<file path="src/rtl/frame_max_finder_pkg.sv">
// Shared types and defaults for the frame maximum finder.
package frame_max_finder_pkg;

  localparam int DATA_W        = 4;
  localparam int FRAME_LEN_DEF = 8;
  localparam int IDX_W_DEF     = 3;

  // Encoding 2'd3 is never entered; the FSM steers it back to IDLE.
  typedef enum logic [1:0] {
    IDLE = 2'd0,
    SCAN = 2'd1,
    DONE = 2'd2
  } state_t;

endpackage

</file>
<file path="src/rtl/frame_max_finder_comparator.sv">
// Unsigned strict greater-than comparator: gt = (a > b).
module frame_max_finder_comparator
  import frame_max_finder_pkg::*;
#(
  parameter int W = DATA_W
) (
  input  logic [W-1:0] a,
  input  logic [W-1:0] b,
  output logic         gt
);

  // Strict compare so that equal samples never displace an earlier maximum.
  assign gt = (a > b);

endmodule

</file>
<file path="src/rtl/frame_max_finder.sv">
// Streams fixed-length frames of samples and reports the frame maximum and
// the index of its first occurrence over a valid/ready result handshake.
module frame_max_finder
  import frame_max_finder_pkg::*;
#(
  parameter int FRAME_LEN = FRAME_LEN_DEF,
  parameter int IDX_W     = IDX_W_DEF
) (
  input  logic              clk,
  input  logic              reset,
  input  logic              in_valid,
  output logic              in_ready,
  input  logic [DATA_W-1:0] in_data,
  output logic              out_valid,
  input  logic              out_ready,
  output logic [DATA_W-1:0] out_max,
  output logic [IDX_W-1:0]  out_idx
);

  localparam logic [IDX_W-1:0] LAST = IDX_W'(FRAME_LEN - 1);
  localparam logic [IDX_W-1:0] ONE  = IDX_W'(1);

  state_t           state;
  logic [IDX_W-1:0] cnt;
  logic             gt;
  logic             accept;
  logic             rel;

  frame_max_finder_comparator #(.W(DATA_W)) u_cmp (
    .a  (in_data),
    .b  (out_max),
    .gt (gt)
  );

  // Handshake decode; in_ready is forced low during reset so nothing is taken.
  assign in_ready  = (state != DONE) & ~reset;
  assign out_valid = (state == DONE);
  assign accept    = in_valid & in_ready;
  assign rel       = out_valid & out_ready;

  // Frame FSM: first sample seeds the running max, later samples replace it only when strictly larger.
  always_ff @(posedge clk) begin
    if (reset) begin
      state   <= IDLE;
      cnt     <= '0;
      out_max <= '0;
      out_idx <= '0;
    end else begin
      case (state)
        IDLE: begin
          if (accept) begin
            out_max <= in_data;
            out_idx <= '0;
            cnt     <= ONE;
            state   <= (FRAME_LEN == 1) ? DONE : SCAN;
          end
        end
        SCAN: begin
          if (accept) begin
            if (gt) begin
              out_max <= in_data;
              out_idx <= cnt;
            end
            cnt <= cnt + ONE;
            if (cnt == LAST) state <= DONE;
          end
        end
        DONE: begin
          // Result held until downstream takes it.
          if (rel) begin
            state <= IDLE;
            cnt   <= '0;
          end
        end
        default: begin
          state <= IDLE;
          cnt   <= '0;
        end
      endcase
    end
  end

endmodule

</file>
<file path="config.mk">
export PLATFORM = sky130hd
export DESIGN_NAME = frame_max_finder
export DESIGN_NICKNAME = d
export VERILOG_FILES = /design/src/rtl/frame_max_finder_pkg.sv /design/src/rtl/frame_max_finder_comparator.sv /design/src/rtl/frame_max_finder.sv
export SDC_FILE = /design/constraint.sdc
export NUM_CORES = 1
export LEC_CHECK = 0
export ABC_AREA = 1
export CORE_MARGIN = 2
export CORE_UTILIZATION = 37
export DETAILED_ROUTE_END_ITERATION = 8
export PLACE_DENSITY_LB_ADDON = 0.2
export SYNTH_ARGS = -nofsm -noshare
export SYNTH_HDL_FRONTEND = slang
export SYNTH_SLANG_ARGS = --single-unit
</file>
<file path="constraint.sdc">
create_clock -name clk -period 1.6 [get_ports clk]
set_input_delay 0.32 -clock clk [delete_from_list [all_inputs] [get_ports clk]]
set_output_delay 0.32 -clock clk [all_outputs]
set_load 0.05 [all_outputs]
</file>
==> results.cfg, run 1 <==
[clock_tree]
clock_latency_ns = 0.28
clkSlewWorstSetupHoldPaths_ns = 0.08
numCtsBuffers = 3
clk_path_buf_depth = 2
root_buffer = clkbuf_4
h-tree-depth = 1
cts.sinks = 12
postCtsSetupBuffers = 0
ctsHoldBuffers = 0
cts_tree = built

[drt]
first_pass_iters = 3
wl_um = 1502
viasPerCell = 4.815
ant_nets = 0
drc = 0
wl_per_cell_um = 10.29
vias = 703
first_iter_violations = 3

[critical_path]
crit_family = simple AND/OR/NAND/NOR gates
crit_buf_inv = 1
critPathSlowestCell = clkdlybuf4s50_1
start_kind = input pin
cpPeakStageDelay_ns = 0.42
crit_fanout = 7
cp_common_cell = nand2_1
crit_chain = clkdlybuf4s50_1 -> ha_1 -> nand2_2 -> o21ai_2 -> nor2_4 -> nand2_4 -> nand2_1 -> nand2_1 -> nand2_1 -> nor2_1
cp_data_required_time_ns = 1.78
crit_type = input pin to register
end_kind = register
worstPathArrival_ns = 1.73

[floorplan]
dieArea_um2 = 2324
fp-row-count = 15
initial_core_util_pct = 40.56
ioPinCount = 17
coreArea_um2 = 1783
die_w_um = 48.21
die_h_um = 48.21

[power]
ir_drop_v = 0.0005588
p_per_area_nw_per_um2 = 789.6
leakagePower_nw = 0.5125
power.total_w = 0.0008091

[run]
maxCapViolations = 0

[layout]
fin_util_pct = 57.47
drive_above_1_share_pct = 34.71
n_antenna_cell = 0
final_cell_area_um2 = 1025
nFillCells = 174
nNetsFinal = 136
syn_to_final_growth_pct = 41.70
fin_cells = 146

[synth]
ys_seq_area_share_pct = 33.22
synth_top_area_share_pct = 33.22
syn_avg_cell_area_um2 = 7.533
synth_most_common_cell = nand2_1
ys_top_cells_by_count = 18 x nand2_1, 12 x a21oi_1, 12 x dfxtp_1
ys_seq_elements = 12
ys_types = 23
yosys.area.top_type = dfxtp_1
synthCells = 96
synth_edf_count = 0
syn_nets = 110
syn-cell-area_um2 = 723.2
synthArstFlopShare_pct = 0
synthFlopType = dfxtp_1
synthTopCellsByArea = dfxtp_1 33%, ha_1 10%, nand2_1 9.3%
yosysWarnings = 0

[placed_design]
io_buffer_count = 16
dp_cells = 141
placed_cell_area_um2 = 950.9
gp_congestion = 0.7766
hpwl_um = 1139

[sta]
slew_violations = 0
setup_violations = 0
max_slew.worst_pin.slew_ns = 0.1719
finalCriticalPeriod_ns = 1.550
fin_crit_sh_pct = 96.90
slew_headroom_pct = 88.54
whs_ns = 0.3178
clock_skew_ns = 0.006468
max_clock_freq_mhz = 645.0
hold_viol_final = 0

[global_routing]
antenna_found_initial = 0
grt_pass1_vias = 610
overflow = 0
grt_max_degree = 14
grt_pass1_wl_um = 2249
grt_util_all_layers_pct = 14.00

[run_status]
run_status = completed

[min_path]
timing.hold.worst.class = input pin to register
-- worst min-delay path: cells and delay by family --
kind	cells	cell delay, ns
AO/OA/AOI/OAI	1	0.05
buffers and inverters	1	0.10
AND/OR/NAND/NOR	1	0.09
-- routing by layer --
metal  GRT usage (%)  vias up  share of wire (%)
met5               0        -                  0
met4           3.243        0               0.40
met3           6.667        2                5.0
met2           25.26       13                 51
met1           14.57      322                 44
li1                -      366                  -
-- cell families after synthesis --
kind of cell | synth area share, %
compound gates | 12.98
fa+ha+maj | 10.38
buf+inv | 9.343
flops | 33.22
simple gates | 34.08
-- final cells by class --
class	instances	area, um2	share of cell area [%]
Multi-Input combinational cell	70	451.7	44.08
Timing Repair Buffer	22	210.2	20.51
Tap cell	25	31.28	3.053
Clock buffer	4	36.28	3.541
Inverter	13	48.80	4.762
Sequential cell	12	246.5	24.05
-- per-stage QoR --
step | setup slack [ns] | TNS [ns]
global placement | -0.2822 | -1.872
floorplan | 0.01792 | 0
detailed placement | -0.2941 | -1.855
finish | 0.04956 | 0
CTS | 0.03176 | 0
global route | -0.02412 | -0.03653
-- layout by cell type (no fill, tap or decap), drive strengths merged --
master	instances
clkbuf	4
buf	15
nand2	22
ha	6
clkdlybuf4s50	6
nor2	13
or2	1
o21bai	1
nand3	7
inv	13
a21boi	1
dfxtp	12
dlymetal6s2s	1
o21ai	3
a21oi	12
nand4	1
nand3b	3
-- where the power goes --
group / internal (W) / switching (W)
sequential: 0.000318 / 0.00000996
clock: 0.000138 / 0.000108
combinational: 0.0000933 / 0.000142
-- final timing paths --
kind / slack [ns] / endpoint / cells after the start / start
max: 0.05 / out_idx[1] / 10 / in_data[3]
min: 0.32 / out_max[0] / 3 / in_data[0]
max reg2reg: 0.13 / out_idx[1] / 10 / out_max[3]
min reg2reg: 0.49 / cnt[2] / 2 / cnt[2]
-- sequential cells by signal (all words and copies together), names as in the netlist --
| register | count |
|---|---|
| state | 2 |
| out_idx | 3 |
| out_max | 4 |
| cnt | 3 |
-- what timing repair did --
action | CTS | global route
endpoints found under the setup margin | 1 | 7
gates resized for setup | 1 | 8
pin swaps | 0 | 6
cloned | 0 | 1
No activity file was read; power rests on OpenSTA's default activity.
==> run 2: changes to the inputs <==
--- a/config.mk
+++ b/config.mk
@@ -5,9 +5,9 @@
 export SDC_FILE = /design/constraint.sdc
 export NUM_CORES = 1
 export LEC_CHECK = 0
-export ABC_AREA = 1
 export CORE_MARGIN = 2
 export CORE_UTILIZATION = 37
+export CTS_CLUSTER_SIZE = 14
 export DETAILED_ROUTE_END_ITERATION = 8
 export PLACE_DENSITY_LB_ADDON = 0.2
 export SYNTH_ARGS = -nofsm -noshare
==> run 2 against run 1 <==
  * Die area rose by 9.0%
  * Via count rose by 2.1%
  * Global-route usage rose by 0.067 points
  * Non-clock buffer count rose by 4
  * Worst hold slack improved by 0.043 ns
  * Largest cell class unchanged
  * Sequential power rose by 1%
  * Synthesized area rose by 9.9%
  * Count of clock-buffer cells in the layout did not move
  * Utilization rose by 2.0 points
==> results.cfg, run 2 <==
[global_routing]
grt_pass1_wl_um = 2739
grt_util_all_layers_pct = 14.07
antenna_found_initial = 0
grt_pass1_vias = 684
grt_max_degree = 20
overflow = 0

[layout]
multi_input_area_um2 = 586.8
final_cell_area_um2 = 1191
nFillCells = 188
largestRegisters = out_max (4), cnt (3), out_idx (3)
fin_cells = 144
final_cell_mix = 15 x buf_4, 9 x nand2b_1, 8 x nand4b_1, 7 x inv_1, 6 x dfxtp_1
nNetsFinal = 132
largest_reg_flops = 4
seqCellArea_um2 = 255.2
syn_to_final_growth_pct = 49.92
drive_above_1_share_pct = 36.75
layout_commonest_cell = buf_4
top_register = out_max
n_antenna_cell = 0

[drt]
wl_um = 1789
viasPerCell = 4.986
first_pass_iters = 3
vias = 718
first_iter_violations = 9
ant_nets = 0
wl_per_cell_um = 12.42
drc = 0

[clock_tree]
root_buffer = clkbuf_4
cts.sinks = 12
numCtsBuffers = 3
cts_tree = built
ctsHoldBuffers = 0
postCtsSetupBuffers = 0
clock_latency_ns = 0.27
clkSlewWorstSetupHoldPaths_ns = 0.07
h-tree-depth = 1
clk_path_buf_depth = 2

[run_status]
run_status = completed

[floorplan]
die_h_um = 50.34
fp-row-count = 16
coreArea_um2 = 2002
die_w_um = 50.34
dieArea_um2 = 2534
ioPinCount = 17
initial_core_util_pct = 39.69

[placed_design]
io_buffer_count = 16
gp_congestion = 0.8056
hpwl_um = 1252
placed_cell_area_um2 = 1052
dp_cells = 140

[min_path]
hold-path-endpoint = out_max[3]
timing.hold.worst.class = input pin to register
holdPathStages = 3
min_from = in_data[3]

[critical_path]
r2r-end = out_max[1]
cpPeakStageDelay_ns = 0.47
cp_data_required_time_ns = 1.76
worstReg2RegStart = out_max[2]
reg2reg_slack_ns = 0.15
crit_fanout = 6
crit_type = input pin to register
end_kind = register
crit_buf_inv = 2
worstPathArrival_ns = 1.75
start_kind = input pin
critPathSlowestCell = clkdlybuf4s50_1
crit_chain = clkdlybuf4s50_1 -> ha_4 -> nand2b_4 -> a21oi_4 -> o21ai_2 -> buf_4 -> mux2i_1
reg2regPathDepth = 7
crit_family = buffers and inverters

[sta]
slew_violations = 0
whs_ns = 0.3612
max_slew.worst_pin.slew_ns = 0.2523
setup_violations = 0
clock_skew_ns = 0.0004607
hold_viol_final = 0
fin_tns_setup_ns = 0
finalCriticalPeriod_ns = 1.582
slew_headroom_pct = 83.18
max_clock_freq_mhz = 632.3
fin_crit_sh_pct = 98.85

[synth]
synth_most_common_cell = dfxtp_1
yosys.area.top_type = dfxtp_1
ys_types = 28
synthFlopType = dfxtp_1
syn-cell-area_um2 = 794.5
synth_edf_count = 0
syn_nets = 107
syn_avg_cell_area_um2 = 8.543
synthArstFlopShare_pct = 0
ys_seq_elements = 12
ys_seq_area_share_pct = 30.24
ys_top_cells_by_count = 12 x dfxtp_1, 10 x nand2b_1, 8 x nand4b_1
synth_top_area_share_pct = 30.24
yosysWarnings = 0
synthCells = 93
synthTopCellsByArea = dfxtp_1 30%, ha_1 9.4%, nand4b_1 8.8%

[run]
maxCapViolations = 0

[power]
leakagePower_nw = 0.4906
p_per_area_nw_per_um2 = 716.9
ir_drop_v = 0.0003924
==> run 2: cell types whose count changed after synthesis, sizes merged, moves of 5 or more <==
cell	previous run	this run
inv	13	7
nand2	21	4
nand3	7	1
a21oi	12	6
nand2b	0	10
nor2	13	4
nand4b	0	8
o311a	0	5
or2b	0	5
o21ai	3	8
==> run 2: timing repair <==
item,in CTS,in global routing
hold endpoints to repair,0,0
resized for setup,4,16
pin swaps,1,5
setup endpoints to repair,6,8
==> run 2: worst register-to-register path, cell delays in order, from the launching register on <==
cell and delay, ns:
dfxtp_4 0.36, inv_1 0.06, ha_4 0.25, and2_1 0.19, buf_4 0.16, nand4b_1 0.08
o311a_1 0.20, o21ai_2 0.05
==> run 2: layer usage <==
| layer | GRT usage (%) | vias up | part of all wire [%] | routed length, um |
|---|---|---|---|---|
| li1 | - | 376 | - | - |
| met1 | 16.39 | 330 | 46 | 830 |
| met2 | 25.22 | 10 | 50 | 894 |
| met3 | 1.786 | 2 | 3.0 | 54 |
| met4 | 6.757 | 0 | 0.50 | 9 |
| met5 | 0 | - | 0 | 0 |
==> run 2: worst max path at each step <==
| stage | cells past startpoint | endpoint | start |
|---|---|---|---|
| after floorplan | 7 | out_idx[0] | out_max[1] |
| after global placement | 7 | out_idx[2] | in_data[2] |
| after detailed placement | 8 | out_idx[0] | in_data[0] |
| after CTS | 4 | in_ready | state[0] |
| after global routing | 7 | out_idx[2] | in_data[1] |
| final | 7 | out_idx[0] | in_data[1] |
==> run 2: per-stage QoR <==
step / total power (W) / util (%) / setup WS, ns
global placement: 0.0005616 / 52.56 / -0.3381
CTS: 0.0008184 / 55.19 / 0.001498
global route: 0.0009104 / 59.50 / -0.001972
detailed placement: 0.0005636 / 52.56 / -0.3393
floorplan: 0.0004775 / - / 0.006307
finish: 0.0008539 / 59.50 / 0.01845
==> run 2: logic make-up after synthesis <==
| group | after synthesis | synth area share, % |
|---|---|---|
| AO/OA/AOI/OAI | 20 | 17.48 |
| adder cells (fa/ha/maj) | 6 | 9.449 |
| buffers and inverters | 13 | 7.245 |
| flip-flops | 12 | 30.24 |
| multiplexers | 2 | 2.520 |
| AND/OR/NAND/NOR | 40 | 33.07 |
==> run 2: area by class of cell <==
cell class              instances  area share (%)
clock buffers                   4           3.046
inverters                       7           2.206
multi-input cells              68           49.26
flip-flops and latches         12           21.43
well taps                      27           2.836
repair buffers                 26           21.22
==> run 2: power breakdown <==
group	internal (W)	total, W	switching [W]
clock network	0.000138	0.000238	0.0000996
registers	0.000315	0.000332	0.0000170
logic	0.000132	0.000284	0.000152
total	0.000585	0.000854	0.000269
==> run 3: changes to the inputs <==
--- a/config.mk
+++ b/config.mk
@@ -9,6 +9,7 @@
 export CORE_UTILIZATION = 37
 export CTS_CLUSTER_SIZE = 14
 export DETAILED_ROUTE_END_ITERATION = 8
+export GPL_TIMING_DRIVEN = 0
 export PLACE_DENSITY_LB_ADDON = 0.2
 export SYNTH_ARGS = -nofsm -noshare
 export SYNTH_HDL_FRONTEND = slang
==> run 3 against run 2 <==
  * The run now ends with setup timing left
  * Sequential cell count unchanged
  * Sequential power about the same
  * Largest power group unchanged
  * Count of clock-buffer cells in the layout unchanged
==> results.cfg, run 3 (synthesis results as in run 2) <==
[run_status]
run_status = finished with violations
failed_checks = setup timing

[min_path]
timing.hold.worst.class = input pin to register
hold-path-endpoint = out_max[2]
holdPathStages = 3
min_from = in_data[2]

[critical_path]
crit_family = buffers and inverters
r2r-end = out_max[1]
worstPathArrival_ns = 1.78
worstReg2RegStart = out_max[2]
reg2regPathDepth = 7
start_kind = input pin
reg2reg_slack_ns = 0.07
end_kind = register
worst-path-stages = 8
crit_chain = clkdlybuf4s50_1 -> inv_2 -> ha_4 -> nand2b_4 -> a21oi_4 -> buf_4 -> o311a_1 -> o21ai_2
crit_buf_inv = 3
cpPeakStageDelay_ns = 0.47
cp_data_required_time_ns = 1.77
crit_fanout = 6
crit_type = input pin to register
critPathSlowestCell = clkdlybuf4s50_1

[drt]
wl_per_cell_um = 13.36
viasPerCell = 5.287
first_pass_iters = 4
vias = 756
ant_nets = 0
wl_um = 1910
drc = 0
first_iter_violations = 6

[placed_design]
gp_congestion = 0.6995
placed_cell_area_um2 = 1006
hpwl_um = 1272
io_buffer_count = 16

[floorplan]
initial_core_util_pct = 39.69
fp-row-count = 16
die_h_um = 50.34
coreArea_um2 = 2002
dieArea_um2 = 2534
ioPinCount = 17
die_w_um = 50.34

[sta]
setup_violations = 1
hold_viol_final = 0
slew_violations = 0
max_clock_freq_mhz = 623.4
slew_headroom_pct = 66.84
max_slew.worst_pin.slew_ns = 0.4994
worst_slack_ns = -0.004047
finalCriticalPeriod_ns = 1.604
fin_crit_sh_pct = 100.3
fin_tns_setup_ns = -0.004047
clock_skew_ns = 0.0009254

[clock_tree]
clkSlewWorstSetupHoldPaths_ns = 0.08
clock_latency_ns = 0.27
h-tree-depth = 1
ctsHoldBuffers = 0
cts.sinks = 12
clk_path_buf_depth = 2
numCtsBuffers = 3
root_buffer = clkbuf_4
cts_tree = built

[global_routing]
antenna_found_initial = 0
overflow = 0
grt_pass1_wl_um = 2994
grt_pass1_vias = 700
grt_util_all_layers_pct = 15.85
grt_max_degree = 11

[layout]
syn_to_final_growth_pct = 52.13
fin_util_pct = 60.38
top_register = out_max
seqCellArea_um2 = 252.7
largestRegisters = out_max (4), cnt (3), out_idx (3)
nFillCells = 191
largest_reg_flops = 4
nNetsFinal = 131
n_antenna_cell = 0
drive_above_1_share_pct = 33.62
final_cell_area_um2 = 1209
multi_input_area_um2 = 610.6
final_cell_mix = 8 x nand4b_1, 8 x nand2b_1, 8 x dfxtp_1, 8 x dlygate4sd2_1, 6 x inv_1

[power]
ir_drop_v = 0.0004574
power.total_w = 0.0008647
leakagePower_nw = 0.5079
p_per_area_nw_per_um2 = 715.4

[run]
maxCapViolations = 0
## run 3: power breakdown
group,switching [W],internal [W]
registers,0.0000151,0.000315
logic,0.000163,0.000129
clock network,0.000104,0.000138
## run 3: final cells by class
class / count / share of cell area, %
well taps: 27 / 2.795
flip-flops and latches: 12 / 20.91
plain buffers: 4 / 3.623
inverters: 7 / 2.174
repair buffers: 21 / 16.98
multi-input cells: 68 / 50.52
clock buffers: 4 / 3.002
## run 3: repair_timing
action                                  4_1_cts  5_1_grt
pin swaps                                     4        6
endpoints found under the setup margin       16        8
setup buffers                                 3        2
gates resized for setup                      35       18
cloned                                        0        0
## run 3: stage by stage
stage,hold slack [ns],setup WS [ns],cells
floorplan,0.4478,0.006307,93
global placement,0.4638,-0.9868,136
detailed placement,0.4698,-0.9696,136
CTS,0.4789,0.0009286,141
global route,0.3579,-0.02642,143
finish,0.3675,-0.004047,143
## run 3: worst max-delay path by stage
| stage | startpoint | slack, ns | to |
|---|---|---|---|
| 3_3_place_gp | reset | -0.99 | in_ready |
| 5_1_grt | in_data[0] | -0.03 | out_max[0] |
| 2_1_floorplan | out_max[1] | 0.006 | out_idx[0] |
| 6_report | in_data[0] | -0.004 | out_max[0] |
| 4_1_cts | in_data[2] | 0.0009 | out_max[0] |
| 3_5_place_dp | reset | -0.97 | in_ready |
## run 3: metal layers
layer	routed length, um	share of wire, %	global-route usage, %	up-vias
met4	28	1.5	8.108	0
met3	88	4.6	3.571	4
li1	-	-	-	374
met2	1001	52	28.29	19
met1	791	41	17.37	359
met5	0	0	0	-
## run 3: tightest hold or removal path, delay by kind of cell
family / cells / cell delay [ns]
buffers and inverters: 2 / 0.23
AOI/OAI and AO/OA: 1 / 0.06
==> edit 1, RTL diff (settings of run 3) <==
Reset style: asynchronous (`reset`), changed in one clocked block.
--- a/src/rtl/frame_max_finder.sv
+++ b/src/rtl/frame_max_finder.sv
@@ -41,3 +41,3 @@
   // Frame FSM: first sample seeds the running max, later samples replace it only when strictly larger.
-  always_ff @(posedge clk) begin
+  always_ff @(posedge clk or posedge reset) begin
     if (reset) begin
Check against the original RTL: differs if reset is asserted again (counterexample within 4 cycles, from zero or initial values and one cycle with reset high); with reset held inactive, the same outputs for 10 cycles.
==> edit 1 against run 3 <==
The run still ends with negative setup slack left. Sequential cell count is the same. Worst setup slack worse by 0.017 ns. Cell area shrank 17%. Area after synthesis down 18%. Wire length shrank 34%. Core utilization shrank 0.75 points. Die area decreased by 16%. Critical path type is now register to register.
Power is not compared: it rests on default switching activity, and its combinational part moved more than twofold at a synthesized area within 25%.
==> edit 1: results (changes against run 3) <==
[global_routing]
use_met1=0.188  ; was 0.174
grt_pass1_vias=503  ; was 700
grt_pass1_wl_um=2100  ; was 2990 µm
gr-usage-met2=0.211  ; was 0.283
grt_max_degree=13  ; was 11
grt_util_met3=0.0471  ; was 0.0357
grt_use_total=0.146  ; was 0.158

[synth]
synth_cells=58  ; was 93
synth_compound_area_frac=0.153  ; was 0.175
yosys-top-cells-count=12 x dfrtp_1, 10 x inv_1, 6 x ha_1, 5 x nand2_1, 4 x mux2_2  ; was 12 x dfxtp_1, 10 x nand2b_1, 8 x nand4b_1, 7 x inv_1, 6 x ha_1
yosysSeqAreaShare=0.459  ; was 0.302
synthArstFlopShare=1.00  ; was 0
synthAdderAreaFrac=0.115  ; was 0.0945
synth_area_leaders=dfrtp_1 46%, ha_1 11%, mux2_2 6.9%  ; was dfxtp_1 30%, ha_1 9.4%, nand4b_1 8.8%
synthDistinctLibCells=19  ; was 28
muxShareOfSynthArea=0.115  ; was 0.0252

[route]
drt-met1-wl_um=613  ; was 791 µm
top_layer=met4  ; unchanged
drt-initial-drc-count=5  ; was 6
route.met2.wl_um=566  ; was 1000 µm
avgViaCountPerCell=5.18  ; was 5.29
vias=513  ; was 756
wire_per_inst_um=12.7  ; was 13.4 µm

[sta]
fin_ws_ns=-0.0209  ; was -0.00405 ns
setup_viol=4  ; was 1
relSlewSlack=0.672  ; was 0.668
tns_ns=-0.0612  ; was -0.00405 ns

[place]
dp.cells=91  ; was 136
dpl_worst_slack_ns=-0.510  ; was -0.970 ns
place_area_um2=891  ; was 1010 µm²
routabilityCongestion=0.744  ; was 0.700

[finish]
multi_input_area_share=0.415  ; was 0.505
final_area_um2=1010  ; was 1210 µm²
drive_above_1_share=0.415  ; was 0.336
nNonClkBuffers=20  ; was 25
fin_nets=97  ; was 131
final-clk-cell-share=0.0360  ; was 0.0300
bufAreaShareNonClock=0.188  ; was 0.206
inverters=10  ; was 7
nMultiInputCombCells=36  ; was 68
fillerInstances=155  ; was 191
seq_area_um2=305  ; was 253 µm²

[power_and_ir_drop]
total_power_w=0.00197

[outcome]
status=complete, but fails checks  ; unchanged
violations=negative setup slack  ; unchanged

[worst_setup_path]
crit_family=flip-flops  ; was buffers and inverters
cpMaxStageDelayCell=dfrtp_2  ; was clkdlybuf4s50_1
slowest_delay_ns=0.38  ; was 0.47 ns
startpoint_type=register  ; was input pin

[cts]
post_cts_resized=29  ; was 35

[hold_path]
hp-start=in_data[0]  ; was in_data[2]

-- edit 1: cell types whose count changed in the layout (fill, tap and decap cells not counted), moves of 5 or more --
cell and delta:
o311a_1 -5, dfxtp_1 -8, dfrtp_1 +8, nand4b_1 -8
nand2b_1 -8, or2b_1 -5
-- edit 1: worst reg2reg max path, stage by stage (launching register included) --
cell and delay [ns]:
dfrtp_2 0.38, inv_2 0.05, ha_4 0.28, nand2_4 0.05, o21bai_4 0.17, a21oi_4 0.14
buf_12 0.14, mux2_4 0.29
-- edit 1: path summary, 6_finish.rpt --
check                      cells after the start  slack [ns]    endpoint
setup reg to reg                               7       -0.02  out_max[0]
max in group asynchronous                      2        0.79    state[1]
setup / recovery                               7       -0.02  out_max[0]
min in group asynchronous                      2        0.46  out_max[2]
hold reg to reg                                2        0.51  out_idx[0]
hold / removal                                 2        0.43  out_max[0]
==> edit 2, RTL diff (config.mk and constraints of run 3) <==
Without the edit above. `DATA_W`: 4 -> 5.
--- a/src/rtl/frame_max_finder_pkg.sv
+++ b/src/rtl/frame_max_finder_pkg.sv
@@ -3,3 +3,3 @@
 
-  localparam int DATA_W        = 4;
+  localparam int DATA_W        = 5;
   localparam int FRAME_LEN_DEF = 8;
Ports: changed (resized in_data and out_max); port bits go from 17 to 19. The function was not compared with the original's and may differ.
==> edit 2 against run 3 <==
The run still ends with negative setup slack left. Wire length is 18% lower. Final cell count is 9.1% lower. Area after synthesis is 9.0% lower. Combinational power is 11% lower. Sequential cell count is 1 higher. First-iteration DRC count is 17% lower. Global-route usage hardly changed. Worst setup slack worse by 0.12 ns. Register-to-register slack worse by 0.18 ns. Total power is 6.4% lower. Cell area is 7.1% lower. Critical path type unchanged. Highest routed layer unchanged.
==> edit 2: results (changes against run 3) <==
[power_and_ir_drop]
power.leakage_nw=0.509  ; was 0.508 nW
pwr-share-comb=0.320  ; was 0.338
irDropWorstVdd_mv=0.458  ; was 0.457 mV
powerClk_w=0.000201  ; was 0.000243 W
internal_power_w=0.000555  ; was 0.000583 W
p_sw_frac=0.314  ; was 0.326

[place]
routabilityCongestion=0.721  ; was 0.700
port_buffers=18  ; was 16
hpwl_um=1130  ; was 1270 µm
dpl_worst_slack_ns=-0.893  ; was -0.970 ns
dp.cells=120  ; was 136
place_area_um2=1030  ; was 1010 µm²

[sta]
tightest_slew_ns=0.502  ; was 0.499 ns
fin_ws_ns=-0.128  ; was -0.00405 ns
finClkSkew_ns=0.00216  ; was 0.000925 ns
tns_ns=-0.632  ; was -0.00405 ns
setup_viol=7  ; was 1

[synth]
yosys-top-cells-count=13 x dfxtp_1, 11 x nor2_1, 7 x ha_1, 7 x nand2_1, 6 x inv_1  ; was 12 x dfxtp_1, 10 x nand2b_1, 8 x nand4b_1, 7 x inv_1, 6 x ha_1
syn_nets=93  ; was 107
synth_area_leaders=dfxtp_1 36%, ha_1 12%, mux2_2 6.2%  ; was dfxtp_1 30%, ha_1 9.4%, nand4b_1 8.8%
postSynthAreaPerCell_um2=9.39  ; was 8.54 µm²
yosysSeqAreaShare=0.360  ; was 0.302

[die]
core_region_area_um2=1780  ; was 2000 µm²

[worst_setup_path]
slowest_delay_ns=0.45  ; was 0.47 ns
cp.arrival_ns=1.89  ; was 1.78 ns
critical_path.max_fanout=4  ; was 6

[global_routing]
grt_pass1_wl_um=2480  ; was 2990 µm
use_met1=0.170  ; was 0.174
grt_util_met3=0.0222  ; was 0.0357
grt_use_total=0.158  ; about the same
grt_pass1_vias=595  ; was 700
gr-usage-met2=0.287  ; was 0.283

[outcome]
violations=negative setup slack  ; unchanged
status=complete, but fails checks  ; unchanged

[finish]
drive_above_1_share=0.343  ; was 0.336
seq_area_um2=278  ; was 253 µm²
fillerInstances=162  ; was 191
final-clk-cell-share=0.0234  ; was 0.0300
inverters=6  ; was 7
final_util=0.629  ; was 0.604
top_regs=out_max x5, cnt x3, out_idx x3  ; was out_max x4, cnt x3, out_idx x3
bufAreaShareNonClock=0.216  ; was 0.206

[route]
route.met2.wl_um=832  ; was 1000 µm
vias=636  ; was 756
wire_per_inst_um=12.0  ; was 13.4 µm
avgViaCountPerCell=4.89  ; was 5.29
drt-initial-drc-count=5  ; was 6

[hold_path]
hp-class=register to register  ; was input pin to register

==> edit 2: worst min-delay path, stage by stage (launching register included) <==
cell	delay [ns]
dfxtp_1	0.31
nand2b_1	0.06
mux2i_1	0.06
==> edit 2: repair_timing <==
action / 4_1_cts / 5_1_grt
endpoints found under the setup margin: 18 / 8
gates resized for setup: 32 / 0
pin swaps: 4 / 1
endpoints found under the hold margin: 0 / 0
buffers inserted: 6 / 0
==> edit 2: worst paths after layout <==
kind         cells after the start  slack, ns        from    endpoint
max                              7      -0.13  in_data[0]  out_max[4]
min                              2       0.48  out_idx[1]  out_idx[1]
max reg2reg                      7      -0.11  out_max[4]  out_max[4]
min reg2reg                      2       0.48  out_idx[1]  out_idx[1]
==> edit 2: kinds of logic after synthesis <==
| family | after synthesis | synth area share |
|---|---|---|
| flops | 13 | 0.360 |
| compound gates | 9 | 0.109 |
| fa+ha+maj | 7 | 0.121 |
| simple gates | 32 | 0.246 |
| buf+inv | 8 | 0.0467 |
| mux | 8 | 0.118 |
